File: src/rtl/reg_load_sequencer_pkg.sv
// Shared types and elaboration-time helpers for the register-load sequencer.
// FSM state encoding plus the phase-length clamp used to size and load the phase counter.
package reg_load_sequencer_pkg;

  typedef enum logic [1:0] {
    ST_IDLE   = 2'd0,
    ST_SETUP  = 2'd1,
    ST_STROBE = 2'd2,
    ST_HOLD   = 2'd3
  } state_e;

  // The strobe phase can never be shorter than one cycle or nothing would be captured.
  function automatic int clamp_min1(input int v);
    return (v < 1) ? 1 : v;
  endfunction

  function automatic int max3(input int a, input int b, input int c);
    int m;
    m = (a > b) ? a : b;
    return (m > c) ? m : c;
  endfunction

endpackage

File: src/rtl/reg_load_sequencer_if.sv
// Request handshake plus register-bank drive lines between requester, sequencer and registers.
// master = requester side, slave = sequencer side.
interface reg_load_sequencer_if #(
  parameter int DATA_W = 4,
  parameter int NREGS  = 4
);
  localparam int AW = (NREGS > 1) ? $clog2(NREGS) : 1;

  logic              req;
  logic              ready;
  logic [AW-1:0]     addr;
  logic [DATA_W-1:0] din;
  logic [DATA_W-1:0] data;
  logic [NREGS-1:0]  load_n;
  logic              done;
  logic              err;

  modport master (output req, addr, din, input ready, data, load_n, done, err);
  modport slave  (input req, addr, din, output ready, data, load_n, done, err);
endinterface

File: src/rtl/reg_load_sequencer_phase_counter.sv
// Loadable down-counter timing one sequencer phase; o_last flags the final cycle of the phase.
// Reload takes priority; the count parks at 1 until the next reload.
module reg_load_sequencer_phase_counter #(
  parameter int CW = 1
) (
  input  logic          clk,
  input  logic          reset_n,
  input  logic          i_load,
  input  logic [CW-1:0] i_load_val,
  input  logic          i_en,
  output logic          o_last
);
  logic [CW-1:0] r_cnt;

  always_ff @(posedge clk or negedge reset_n) begin
    if (!reset_n) begin
      r_cnt <= '0;
    end else if (i_load) begin
      r_cnt <= i_load_val;
    end else if (i_en && !o_last && (r_cnt != '0)) begin
      r_cnt <= r_cnt - CW'(1);
    end
  end

  assign o_last = (r_cnt == CW'(1));
endmodule

File: src/rtl/reg_load_sequencer.sv
// Drives one nibble write into an active-low-load register bank: setup, strobe, hold phases.
// Accept-to-ready = SETUP_CYC+STROBE_CYC+HOLD_CYC cycles; ready is low for the whole transaction.
module reg_load_sequencer
  import reg_load_sequencer_pkg::*;
#(
  parameter int DATA_W     = 4,
  parameter int NREGS      = 4,
  parameter int SETUP_CYC  = 1,
  parameter int STROBE_CYC = 1,
  parameter int HOLD_CYC   = 1
) (
  input  logic                clk,
  input  logic                reset_n,
  reg_load_sequencer_if.slave bus
);
  localparam int AW   = (NREGS > 1) ? $clog2(NREGS) : 1;
  localparam int STB  = clamp_min1(STROBE_CYC);
  localparam int MAXC = max3(SETUP_CYC, STB, HOLD_CYC);
  localparam int CW   = $clog2(MAXC + 1);

  state_e            r_state, w_state_nxt;
  logic [AW-1:0]     r_addr, w_addr_nxt;
  logic [DATA_W-1:0] r_data, w_data_nxt;
  logic              r_ready, w_ready_nxt;
  logic              r_done, w_done_nxt;
  logic              r_err, w_err_nxt;
  logic [NREGS-1:0]  r_load_n, w_load_n_nxt;
  logic              w_cnt_load;
  logic [CW-1:0]     w_cnt_val;
  logic              w_cnt_last;

  reg_load_sequencer_phase_counter #(.CW(CW)) u_phase_cnt (
    .clk        (clk),
    .reset_n    (reset_n),
    .i_load     (w_cnt_load),
    .i_load_val (w_cnt_val),
    .i_en       (r_state != ST_IDLE),
    .o_last     (w_cnt_last)
  );

  always_comb begin
    w_state_nxt = r_state;
    w_addr_nxt  = r_addr;
    w_data_nxt  = r_data;
    w_ready_nxt = r_ready;
    w_done_nxt  = 1'b0;
    w_cnt_val   = '0;
    unique case (r_state)
      ST_IDLE: begin
        w_ready_nxt = 1'b1;
        if (r_ready && bus.req) begin
          w_ready_nxt = 1'b0;
          w_addr_nxt  = bus.addr;
          w_data_nxt  = bus.din;
          w_state_nxt = (SETUP_CYC > 0) ? ST_SETUP : ST_STROBE;
        end
      end
      ST_SETUP: begin
        if (w_cnt_last) w_state_nxt = ST_STROBE;
      end
      ST_STROBE: begin
        if (w_cnt_last) begin
          if (HOLD_CYC > 0) begin
            w_state_nxt = ST_HOLD;
          end else begin
            w_state_nxt = ST_IDLE;
            w_ready_nxt = 1'b1;
            w_done_nxt  = 1'b1;
          end
        end
      end
      ST_HOLD: begin
        if (w_cnt_last) begin
          w_state_nxt = ST_IDLE;
          w_ready_nxt = 1'b1;
          w_done_nxt  = 1'b1;
        end
      end
    endcase

    w_err_nxt  = w_done_nxt && (int'(r_addr) >= NREGS);
    w_cnt_load = (w_state_nxt != r_state) && (w_state_nxt != ST_IDLE);
    case (w_state_nxt)
      ST_SETUP:  w_cnt_val = CW'(SETUP_CYC);
      ST_STROBE: w_cnt_val = CW'(STB);
      ST_HOLD:   w_cnt_val = CW'(HOLD_CYC);
      default:   w_cnt_val = '0;
    endcase

    // Decode from the next state so load_n comes straight out of a flop; out-of-range addr matches no line.
    w_load_n_nxt = '1;
    for (int i = 0; i < NREGS; i++) begin
      if ((w_state_nxt == ST_STROBE) && (w_addr_nxt == AW'(i))) w_load_n_nxt[i] = 1'b0;
    end
  end

  always_ff @(posedge clk or negedge reset_n) begin
    if (!reset_n) begin
      r_state  <= ST_IDLE;
      r_addr   <= '0;
      r_data   <= '0;
      r_ready  <= 1'b0;
      r_done   <= 1'b0;
      r_err    <= 1'b0;
      r_load_n <= '1;
    end else begin
      r_state  <= w_state_nxt;
      r_addr   <= w_addr_nxt;
      r_data   <= w_data_nxt;
      r_ready  <= w_ready_nxt;
      r_done   <= w_done_nxt;
      r_err    <= w_err_nxt;
      r_load_n <= w_load_n_nxt;
    end
  end

  assign bus.ready  = r_ready;
  assign bus.data   = r_data;
  assign bus.load_n = r_load_n;
  assign bus.done   = r_done;
  assign bus.err    = r_err;
endmodule

File: src/flat_wrapper.sv
// flat-port wrapper written by rule: the top's interface ports become plain ports
module reg_load_sequencer_flat import reg_load_sequencer_pkg::*;
#(
  parameter int DATA_W     = 4,
  parameter int NREGS      = 4,
  parameter int SETUP_CYC  = 1,
  parameter int STROBE_CYC = 1,
  parameter int HOLD_CYC   = 1
)
  (clk, reset_n, bus_req, bus_addr, bus_din, bus_ready, bus_data, bus_load_n, bus_done, bus_err);
  reg_load_sequencer_if #(.DATA_W(DATA_W), .NREGS(NREGS)) bus_i ();
  input  logic clk;
  input  logic reset_n;
  input wire logic [$bits(bus_i.req)-1:0] bus_req;
  input wire logic [$bits(bus_i.addr)-1:0] bus_addr;
  input wire logic [$bits(bus_i.din)-1:0] bus_din;
  output wire logic [$bits(bus_i.ready)-1:0] bus_ready;
  output wire logic [$bits(bus_i.data)-1:0] bus_data;
  output wire logic [$bits(bus_i.load_n)-1:0] bus_load_n;
  output wire logic [$bits(bus_i.done)-1:0] bus_done;
  output wire logic [$bits(bus_i.err)-1:0] bus_err;
  assign bus_i.req = bus_req;
  assign bus_i.addr = bus_addr;
  assign bus_i.din = bus_din;
  assign bus_ready = bus_i.ready;
  assign bus_data = bus_i.data;
  assign bus_load_n = bus_i.load_n;
  assign bus_done = bus_i.done;
  assign bus_err = bus_i.err;
  reg_load_sequencer #(.DATA_W(DATA_W), .NREGS(NREGS), .SETUP_CYC(SETUP_CYC), .STROBE_CYC(STROBE_CYC), .HOLD_CYC(HOLD_CYC)) u_core (.clk(clk), .reset_n(reset_n), .bus(bus_i));
endmodule
File: config.mk
export PLATFORM = sky130hd
export DESIGN_NAME = reg_load_sequencer_flat
export DESIGN_NICKNAME = d
export VERILOG_FILES = /design/src/rtl/reg_load_sequencer_pkg.sv /design/src/rtl/reg_load_sequencer_if.sv /design/src/rtl/reg_load_sequencer_phase_counter.sv /design/src/rtl/reg_load_sequencer.sv /design/src/flat_wrapper.sv
export SDC_FILE = /design/constraint.sdc
export NUM_CORES = 1
export LEC_CHECK = 0
export BUFFER_PORTS_ARGS = -buffer_cell sky130_fd_sc_hd__buf_4
export CORE_AREA = 8 8 45 47
export CTS_CLUSTER_SIZE = 30
export DETAILED_ROUTE_END_ITERATION = 12
export DIE_AREA = 0 0 53 55
export GPL_ROUTABILITY_DRIVEN = 0
export GPL_TIMING_DRIVEN = 0
export PLACE_DENSITY = 0.77
export SYNTH_ARGS = -nofsm -noshare
export SYNTH_HDL_FRONTEND = slang
export SYNTH_SLANG_ARGS = --single-unit
File: constraint.sdc
create_clock -name clk -period 3.62 [get_ports clk]
set_input_delay 0.181 -clock clk [delete_from_list [all_inputs] [get_ports clk]]
set_output_delay 0.181 -clock clk [all_outputs]
set_load 0.01 [all_outputs]
==> results of run 1 <==
==> routing by layer <==
metal	vias up	global-route usage (%)	share of wire (%)
li1	187	-	-
met1	191	9.49	39
met2	17	12.5	45
met3	5	3.21	10
met4	0	11.6	5.3
met5	-	0	0
==> critical path, cell delays in order, from the launching register on <==
cell      delay (ps)
dfrtp_1          440
nor4bb_1         270
buf_4            220
mux2i_1          340
inv_2             70
nand3_1           90
==> Yosys cell counts <==
library cell | n | area [sq um]
dfrtp_1 | 11 | 275
mux2_2 | 5 | 56.3
dfstp_2 | 4 | 105
buf_4 | 2 | 15.0
nand2_1 | 2 | 7.51
nand3_1 | 2 | 10.0
nand3b_1 | 2 | 15.0
or2_2 | 2 | 12.5
a21bo_2 | 1 | 10.0
a21o_1 | 1 | 7.51
a21oi_1 | 1 | 5.00
and3_1 | 1 | 6.26
conb_1 | 1 | 3.75
inv_2 | 1 | 3.75
mux2i_1 | 1 | 10.0
nor2_1 | 1 | 3.75
nor4bb_1 | 1 | 10.0
o22ai_1 | 1 | 6.26
or2b_1 | 1 | 7.51
xnor2_1 | 1 | 8.76
==> kinds of logic (layout without fill, tap and decap cells) <==
family,count (synthesis),in the layout
AO/OA/AOI/OAI,4,4
multiplexers,6,6
buffers and inverters,3,26
AND/OR/NAND/NOR,12,12
other,1,1
flip-flops,15,15
XOR/XNOR,1,1
==> sequential cells by signal, indices dropped and copies added (netlist names) <==
register	flops
u_core.bus.data	4
u_core.bus.load_n	4
u_core.r_addr	2
u_core.u_phase_cnt.o_last	1
u_core.bus.done	1
u_core.bus.ready	1
u_core.r_state	2
==> power groups by stage <==
stage	clock network, mW	logic, mW	registers [mW]
2_1_floorplan	0	0.120	0.301
3_3_place_gp	0	0.232	0.282
3_5_place_dp	0	0.237	0.285
4_1_cts	0.101	0.239	0.282
5_1_grt	0.105	0.254	0.293
6_report	0.0977	0.234	0.281
==> path summary, 6_finish.rpt <==
| check | from | to | slack, ps | cells after the start |
|---|---|---|---|---|
| max reg2reg | u_core.r_state[1] | u_core.bus.load_n[3] | 2130 | 5 |
| min reg2reg | u_core.r_addr[1] | u_core.bus.load_n[2] | 490 | 1 |
| min in group asynchronous | reset_n | u_core.r_addr[0] | 270 | 2 |
| min | bus_din[0] | u_core.bus.data[0] | 120 | 2 |
| max in group asynchronous | reset_n | u_core.bus.load_n[3] | 3110 | 2 |
| max | u_core.r_state[1] | u_core.bus.load_n[3] | 2130 | 5 |
==> cell type report <==
cell class                      count  area, sq um  area share (%)
Tap cell                           16         20.0            2.59
Buffer                              2         15.0            1.94
Timing Repair Buffer               19          145            18.8
Multi-Input combinational cell     24          180            23.3
Clock buffer                        3         22.5            2.92
Inverter                            1         3.75           0.486
Clock inverter                      1         5.00           0.648
Sequential cell                    15          380            49.3
==> per-stage QoR <==
stage	total power [mW]	setup WS, ps	hold slack, ps
3_3_place_gp	0.514	2180	40.6
3_5_place_dp	0.522	2120	43.1
4_1_cts	0.622	2110	110
2_1_floorplan	0.421	2290	-115
5_1_grt	0.653	1990	105
6_report	0.613	2130	115
==> what timing repair did <==
| action | CTS | global route |
|---|---|---|
| setup endpoints to repair | 0 | 0 |
| gates resized for setup | 0 | 0 |
| endpoints found under the hold margin | 15 | 0 |
| hold buffers | 1 | 0 |
==> key figures, run 1 <==
Setup path
  – CP endpoint kind: register
  – Critical path class: register to register
  – Worst path required time: approximately 3900 ps
  – Critical Path AT: about 1700 ps
  – Crit-path max FO: 9
  – Worst Setup Start Kind: register

Timing
  – Final Hold Fails: 0
  – Tcrit/Tclk final: about two fifths
  – Unrepaired setup endpoints after global routing: no
  – F_max: about 670 MHz
  – Final setup skew: 3.95 ps
  – Slew Viols, Final: 0
  – Fin crit period: between 1000 and 1500 ps
  – Final setup fails: 0
  – Setup TNS: 0 ps

Synth
  – Avg Cell Area, Syn: between 10 and 15 sq um
  – Main combinational cell family by area after synthesis: simple AND/OR/NAND/NOR gates
  – Compound-Gate Fraction of Synth Area: under 10%
  – Syn Inst Count: 42
  – Adder-Cell Fraction of Synth Area: 0%
  – Sequential fraction of the synthesis area: 65.7%
  – Warnings from Yosys: 0
  – Yosys cell types: 20
  – Syn_nets: 51
  – Synthesized flop and latch total: 15
  – Synth Area in Simple Gates: between 10% and 20%
  – Post-Synth XOR/XNOR Area: approximately 1.5%
  – Mux share of post-synthesis cell area: between 10% and 20%
  – Synthesized cell area: around 580 sq um

Pwr
  – Leakage power: around 0.36 nW
  – Cell area power density: between 700 and 800 nW/um^2
  – Logic pwr share: a little under two fifths
  – Clock network power share: approximately 16%
  – P_sw: between 0.15 and 0.2 mW
  – Internal power: between 0.4 and 0.5 mW
  – Switch share: 32.1%
  – Worst IR drop on VDD: approximately 0.4 mV
  – Seq pwr share: 45.9%

Clocking
  – Skew-Pair Late Insertion Delay: a little under 300 ps
  – TritonCTS Buffers: 3
  – Clock Path Buffers: 2
  – Setup Fix Bufs, Post-CTS: 0
  – CTS clock-pin slew for the worst setup and hold paths: approximately 90 ps
  – H-tree depth: 1
  – CTS tree: built
  – Root Buffer: clkbuf_4
  – CTS Sinks: 15

Final layout
  – Final Util: a little under three fifths
  – Final instance area: ~770 sq um
  – Most common cell after layout, fill and taps aside: buf_4
  – Layout cells sized above 1: 56.9%
  – Fin cells: roughly 80
  – Commonest cells after routing, fill and taps aside: buf_4 (20), dfrtp_1 (11), mux2_2 (5)
  – N_diodes: 0
  – Final nets: between 70 and 80
  – # fillers: around 130
  – Syn-to-layout area delta: 33.3%

Floorplanning
  – Initial core utilization: 41.9%
  – Chip height: about 55 microns
  – Core area: between 1000 and 1500 sq um
  – Die width: around 53 microns
  – # rows: 14
  – Die area: 2920 sq um
  – Num ports: 20

Routing
  – Via-per-instance ratio: 4.94
  – Final wirelength: ~1100 microns
  – Detailed Routing Iterations Pass 1: 2
  – Vias: 400
  – DR iter-0 viols: 2
  – Drc violations: 0
  – ANT nets after route: 0
  – Drt wl/cell: roughly 14 microns

Placed design
  – Dpl hpwl: about 790 microns
  – Cells after DPL: 76
  – Port bufs: 18
  – Post-DP Area: 734 sq um

GRT
  – GRT Util Overall: under 10%
  – First-pass GRT wire length: ~1800 microns
  – Initial antenna violation count: 0
  – Grt total ovfl: 0
  – Vias in the first global route: between 300 and 400
  – Largest net degree at the start of global routing: 16

Flow run
  – Max cap viols: 0

Worst hold path
  – Hold Path Class: primary input to register

Status
  – Outcome: completed
Power figures use the tool's default switching activity.
==> inputs of run 2 (changes only) <==
--- a/config.mk
+++ b/config.mk
@@ -5,14 +5,15 @@
 export SDC_FILE = /design/constraint.sdc
 export NUM_CORES = 1
 export LEC_CHECK = 0
+export ABC_AREA = 1
 export BUFFER_PORTS_ARGS = -buffer_cell sky130_fd_sc_hd__buf_4
-export CORE_AREA = 8 8 45 47
+export CORE_MARGIN = 8
+export CORE_UTILIZATION = 42
 export CTS_CLUSTER_SIZE = 30
 export DETAILED_ROUTE_END_ITERATION = 12
-export DIE_AREA = 0 0 53 55
 export GPL_ROUTABILITY_DRIVEN = 0
 export GPL_TIMING_DRIVEN = 0
-export PLACE_DENSITY = 0.77
+export PLACE_DENSITY = 0.76
 export SYNTH_ARGS = -nofsm -noshare
 export SYNTH_HDL_FRONTEND = slang
 export SYNTH_SLANG_ARGS = --single-unit
==> constraint.sdc (replaced) <==
create_clock -name clk -period 1.3 [get_ports clk]
set_input_delay 0.065 -clock clk [delete_from_list [all_inputs] [get_ports clk]]
set_output_delay 0.065 -clock clk [all_outputs]
set_load 0.01 [all_outputs]
==> key figures, run 2 <==
Synth
  – Synthesized cell area: 642 sq um
  – Top-count cell post-synth: nand2_1
  – Largest area contributor in the netlist: dfrtp_1
  – Syn_nets: 83
  – Yosys cell types: 15
  – Synthesized flop and latch total: 15
  – Top FF cell, synth: dfrtp_1
  – Synth cell count leaders: nand2_1 (28), dfrtp_1 (11), inv_1 (9)
  – Sequential fraction of the synthesis area: 59.3%
  – Share of async-settable or async-resettable flops after synthesis: 100%
  – Number of flops mapped to enable cells by yosys: 0
  – Post-synth top area share: a little over two fifths
  – Avg Cell Area, Syn: about 8.7 sq um
  – Area contributors post-synth: dfrtp_1 (43%), dfstp_2 (16%), nand2_1 (16%)
  – Warnings from Yosys: 0
  – Syn Inst Count: 74

Setup path
  – Worst path required time: approximately 1500 ps
  – Critical path class: register to register
  – Worst Setup Start Kind: register
  – CP endpoint kind: register
  – Crit-path max FO: 9
  – Critical Path AT: 1390 ps

Routing
  – Drc violations: 0
  – Detailed Routing Iterations Pass 1: 3
  – Drt wl/cell: roughly 11 microns
  – ANT nets after route: 0
  – Vias: 545
  – DR iter-0 viols: 17
  – Via-per-instance ratio: about 4.7
  – Final wirelength: between 1000 and 1500 microns

Placed design
  – Dpl hpwl: 967 microns
  – Cells after DPL: roughly 110
  – Port bufs: 18

Status
  – Outcome: completed

Flow run
  – Max cap viols: 0

Floorplanning
  – Die area: ~3000 sq um
  – Chip height: about 55 microns
  – Num ports: 20
  – # rows: 14
  – Die width: 55.1 microns
  – Core area: ~1500 sq um
  – Initial core utilization: between 40% and 50%

Pwr
  – Worst IR drop on VDD: 1.00 mV
  – P_sw: around 0.72 mW
  – Internal power: approximately 1.1 mW
  – Leakage power: 0.479 nW
  – Cell area power density: approximately 2100 nW/um^2
  – Logic pwr share: 43.4%
  – Seq pwr share: 42.6%
  – Clock network power share: 14.0%
  – Switch share: between 30% and 40%

Clocking
  – Setup Fix Bufs, Post-CTS: 0
  – Clock Path Buffers: 2
  – H-tree depth: 1
  – Skew-Pair Late Insertion Delay: about 280 ps
  – CTS clock-pin slew for the worst setup and hold paths: approximately 90 ps
  – CTS Sinks: 15
  – Hold_buf cts: 5
  – CTS tree: built
  – Cts repair resizes: 0
  – TritonCTS Buffers: 3
  – Root Buffer: clkbuf_4

Final layout
  – Fin cells: 117
  – Final nets: approximately 110
  – Layout cells sized above 1: between 30% and 40%
  – Most common cell after layout, fill and taps aside: nand2_1
  – Commonest cells after routing, fill and taps aside: nand2_1 (28), buf_4 (19), dfrtp_1 (11)
  – Syn-to-layout area delta: 36.1%
  – # fillers: 137
  – N_diodes: 0

GRT
  – First-pass GRT wire length: roughly 2100 microns
  – GR Util met3: 2.67%
  – Met2 Usage GRT: 17.4%
  – GR Layer Usage met1: approximately a tenth
  – Vias in the first global route: 536
  – Largest net degree at the start of global routing: 16
  – Initial antenna violation count: 0
  – Grt total ovfl: 0
  – GRT Util Overall: slightly below 10%
  – Grt peak-use layer: met2

Timing
  – Unrepaired setup endpoints after global routing: no
  – Tcrit/Tclk final: 91.1%
  – Final Hold Fails: 0
  – Setup TNS: 0 ps
  – Final setup fails: 0
  – Slew Viols, Final: 0
  – F_max: 845 MHz
  – Fin crit period: 1180 ps
  – Final setup skew: 4.46 ps

Worst hold path
  – Hold Path Class: primary input to register
==> run 2: cell families after synthesis <==
kind of cell / share of synthesized area (%)
and+or+nand+nor: 32.4
DFF: 59.3
buffers and inverters: 7.02
AOI/OAI and AO/OA: 0.779
other: 0.584
==> run 2: final cells by class <==
type                       instances  area [sq um]  area share [%]
buffer                             1          7.51           0.860
timing repair buffer              23           185            21.2
sequential                        15           380            43.6
multi-input combinational         48           216            24.8
tap                               16          20.0            2.29
inverter                          10          37.5            4.30
clock buffer                       4          26.3            3.01
==> run 2: path summary, 6_finish.rpt <==
kind | depth (start not counted) | from | slack, ps | to
worst max-delay path | 6 | u_core.r_state[0] | 120 | u_core.bus.load_n[2]
worst min-delay path | 3 | bus_addr[1] | 80 | u_core.r_addr[1]
worst max register to register | 6 | u_core.r_state[0] | 120 | u_core.bus.load_n[2]
worst min register to register | 2 | u_core.bus.data[1] | 490 | u_core.bus.data[1]
max in group asynchronous | 2 | reset_n | 890 | u_core.bus.load_n[2]
min in group asynchronous | 2 | reset_n | 160 | u_core.r_addr[0]
==> run 2: power groups by stage <==
stage	clock, mW	sequential [mW]	combinational, mW
2_1_floorplan	0	0.849	0.430
3_3_place_gp	0	0.791	0.771
3_5_place_dp	0	0.801	0.793
4_1_cts	0.275	0.793	0.819
5_1_grt	0.302	0.813	0.912
6_report	0.260	0.791	0.806
==> run 2: worst max-delay path, stage by stage (launching register included) <==
cell and delay [ps]:
dfrtp_1 440, nor2_4 220, nand2_4 120, nand2_2 80, nand2_2 60, nor2_1 110
nand2_1 60
==> run 2: per-stage QoR <==
step	hold WS, ps	area (sq um)	util [%]	power [mW]	worst slack (ps)
after detailed placement	-72.2	797	54.2	1.59	138
final	84.5	873	59.4	1.86	116
after global routing	79.9	873	59.4	2.03	1.62
after global placement	-74.5	797	54.2	1.56	174
after floorplan	-231	642	-	1.28	233
after CTS	71.5	873	59.4	1.89	122
==> run 2: routing by layer <==
metal	wire length (microns)	part of all wire (%)	vias up
li1	-	-	273
met1	518	39	252
met2	665	50	18
met3	112	8.5	2
met4	25	1.9	0
met5	0	0	-
==> inputs of run 3 (changes only) <==
--- a/config.mk
+++ b/config.mk
@@ -7,13 +7,15 @@
 export LEC_CHECK = 0
 export ABC_AREA = 1
 export BUFFER_PORTS_ARGS = -buffer_cell sky130_fd_sc_hd__buf_4
-export CORE_MARGIN = 8
-export CORE_UTILIZATION = 42
+export CORE_MARGIN = 3
+export CORE_UTILIZATION = 46
+export CTS_BUF_LIST = sky130_fd_sc_hd__clkbuf_4
 export CTS_CLUSTER_SIZE = 30
 export DETAILED_ROUTE_END_ITERATION = 12
 export GPL_ROUTABILITY_DRIVEN = 0
 export GPL_TIMING_DRIVEN = 0
-export PLACE_DENSITY = 0.76
+export PLACE_DENSITY = 0.82
+export SETUP_SLACK_MARGIN = 0.1
 export SYNTH_ARGS = -nofsm -noshare
 export SYNTH_HDL_FRONTEND = slang
 export SYNTH_SLANG_ARGS = --single-unit
==> key figures, run 3 (synthesis gave the netlist of run 2 again) <==
Flow run
  – Max cap viols: 0

Final layout
  – # fillers: 79
  – Syn-to-layout area delta: 45.2%
  – Commonest cells after routing, fill and taps aside: nand2_1 (27), buf_4 (25), dfrtp_1 (9)
  – Final instance area: approximately 930 sq um
  – Most common cell after layout, fill and taps aside: nand2_1
  – N_diodes: 0
  – Layout cells sized above 1: between 40% and 50%
  – Final nets: 117

Setup path
  – Worst path required time: 1520 ps
  – Critical path class: register to register
  – Worst Setup Start Kind: register
  – Crit-path max FO: 8
  – Critical Path AT: ~1400 ps
  – CP endpoint kind: register

Clocking
  – Clock Path Buffers: 2
  – CTS tree: built
  – TritonCTS Buffers: 3
  – CTS Sinks: 15
  – Skew-Pair Late Insertion Delay: slightly below 300 ps
  – CTS clock-pin slew for the worst setup and hold paths: 90 ps
  – H-tree depth: 1
  – Root Buffer: clkbuf_4

Floorplanning
  – # rows: 12
  – Chip height: roughly 43 microns
  – Core area: 1200 sq um
  – Num ports: 20
  – Die width: ~43 microns
  – Initial core utilization: a little over half
  – Die area: 1880 sq um

Routing
  – Drc violations: 0
  – Vias: 624
  – Detailed Routing Iterations Pass 1: 4
  – ANT nets after route: 0
  – DR iter-0 viols: 29
  – Via-per-instance ratio: ~5.2
  – Final wirelength: ~1800 microns
  – Drt wl/cell: about 15 microns

Timing
  – Final setup skew: around 2.6 ps
  – Final Hold Fails: 0
  – Final WS setup: ~110 ps
  – F_max: about 840 MHz
  – Unrepaired setup endpoints after global routing: yes
  – Final setup fails: 0
  – Tcrit/Tclk final: 91.2%
  – Slew Viols, Final: 0
  – Setup TNS: 0 ps
  – Fin crit period: ~1200 ps

GRT
  – Grt total ovfl: 0
  – Initial antenna violation count: 0
  – GR Layer Usage met1: between 20 and 25%
  – Largest net degree at the start of global routing: 16
  – GRT Util Overall: between 15 and 20%
  – Met2 Usage GRT: between 20% and 30%
  – Grt peak-use layer: met2
  – First-pass GRT wire length: 2440 microns
  – GR Util met3: 4.15%
  – Vias in the first global route: ~540

Pwr
  – Leakage power: 0.509 nW
  – Worst IR drop on VDD: approximately 1.4 mV
  – Cell area power density: around 2300 nW/um^2

Status
  – Outcome: completed

Placed design
  – Dpl hpwl: between 900 and 1000 microns
  – Port bufs: 18
  – Post-DP Area: 795 sq um
  – DP Worst Slack: around 110 ps

Worst hold path
  – Hold Path Class: primary input to register
-- run 3: cell count changes in the layout (fill, tap and decap cells not counted), sizes merged --
cell	change
buf	+6
-- run 3: path summary, 6_finish.rpt --
| kind | startpoint | end | slack [ps] | cells past startpoint |
|---|---|---|---|---|
| worst min register to register | u_core.bus.data[1] | u_core.bus.data[1] | 500 | 2 |
| min in group asynchronous | reset_n | u_core.bus.data[2] | 160 | 2 |
| worst min-delay path | bus_addr[0] | u_core.r_addr[0] | 100 | 3 |
| worst max-delay path | u_core.r_state[0] | u_core.bus.load_n[0] | 110 | 6 |
| worst max register to register | u_core.r_state[0] | u_core.bus.load_n[0] | 110 | 6 |
| max in group asynchronous | reset_n | u_core.bus.load_n[0] | 900 | 2 |
-- run 3: what timing repair did --
item / CTS / global route
pin swaps: 1 / 4
hold buffers: 5 / 0
buffers inserted: 3 / 3
endpoints found under the hold margin: 19 / 0
resized for setup: 0 / 7
gates cloned: 0 / 0
endpoints found under the setup margin: 4 / 5
-- run 3: stage by stage --
| step | total power [mW] | hold slack (ps) | cells | utilization, % |
|---|---|---|---|---|
| global route | 2.25 | 98.2 | 121 | 77.6 |
| CTS | 1.97 | 88.5 | 118 | 74.7 |
| finish | 2.12 | 102 | 121 | 77.6 |
| global placement | 1.55 | -74.8 | 106 | 66.1 |
| floorplan | 1.28 | -231 | 74 | - |
| detailed placement | 1.60 | -70.9 | 106 | 66.1 |
-- run 3: critical path, stage by stage (launching register included) --
cell	delay, ps
dfrtp_2	440
nor2_4	180
nand2_4	120
nand2_2	90
nand2_2	80
nor2_2	130
nand2_1	80
-- run 3: area by class of cell --
class	count	area (sq um)	share of cell area, %
buffer	1	7.51	0.805
clock buffer	4	30.0	3.22
inverter	10	37.5	4.03
multi-input combinational	48	226	24.3
sequential	15	383	41.1
tap	14	17.5	1.88
timing repair buffer	29	230	24.7
-- run 3: per-layer routing --
| layer | up-vias | share of wire, % |
|---|---|---|
| li1 | 287 | - |
| met1 | 291 | 32 |
| met2 | 40 | 57 |
| met3 | 6 | 8.5 |
| met4 | 0 | 2.1 |
| met5 | - | 0 |
-- run 3: report_power, final --
| group | internal (mW) | leakage (nW) | switching, mW |
|---|---|---|---|
| clock | 0.140 | 0.0184 | 0.153 |
| sequential | 0.682 | 0.170 | 0.135 |
| combinational | 0.442 | 0.320 | 0.573 |
| total | 1.26 | 0.509 | 0.861 |
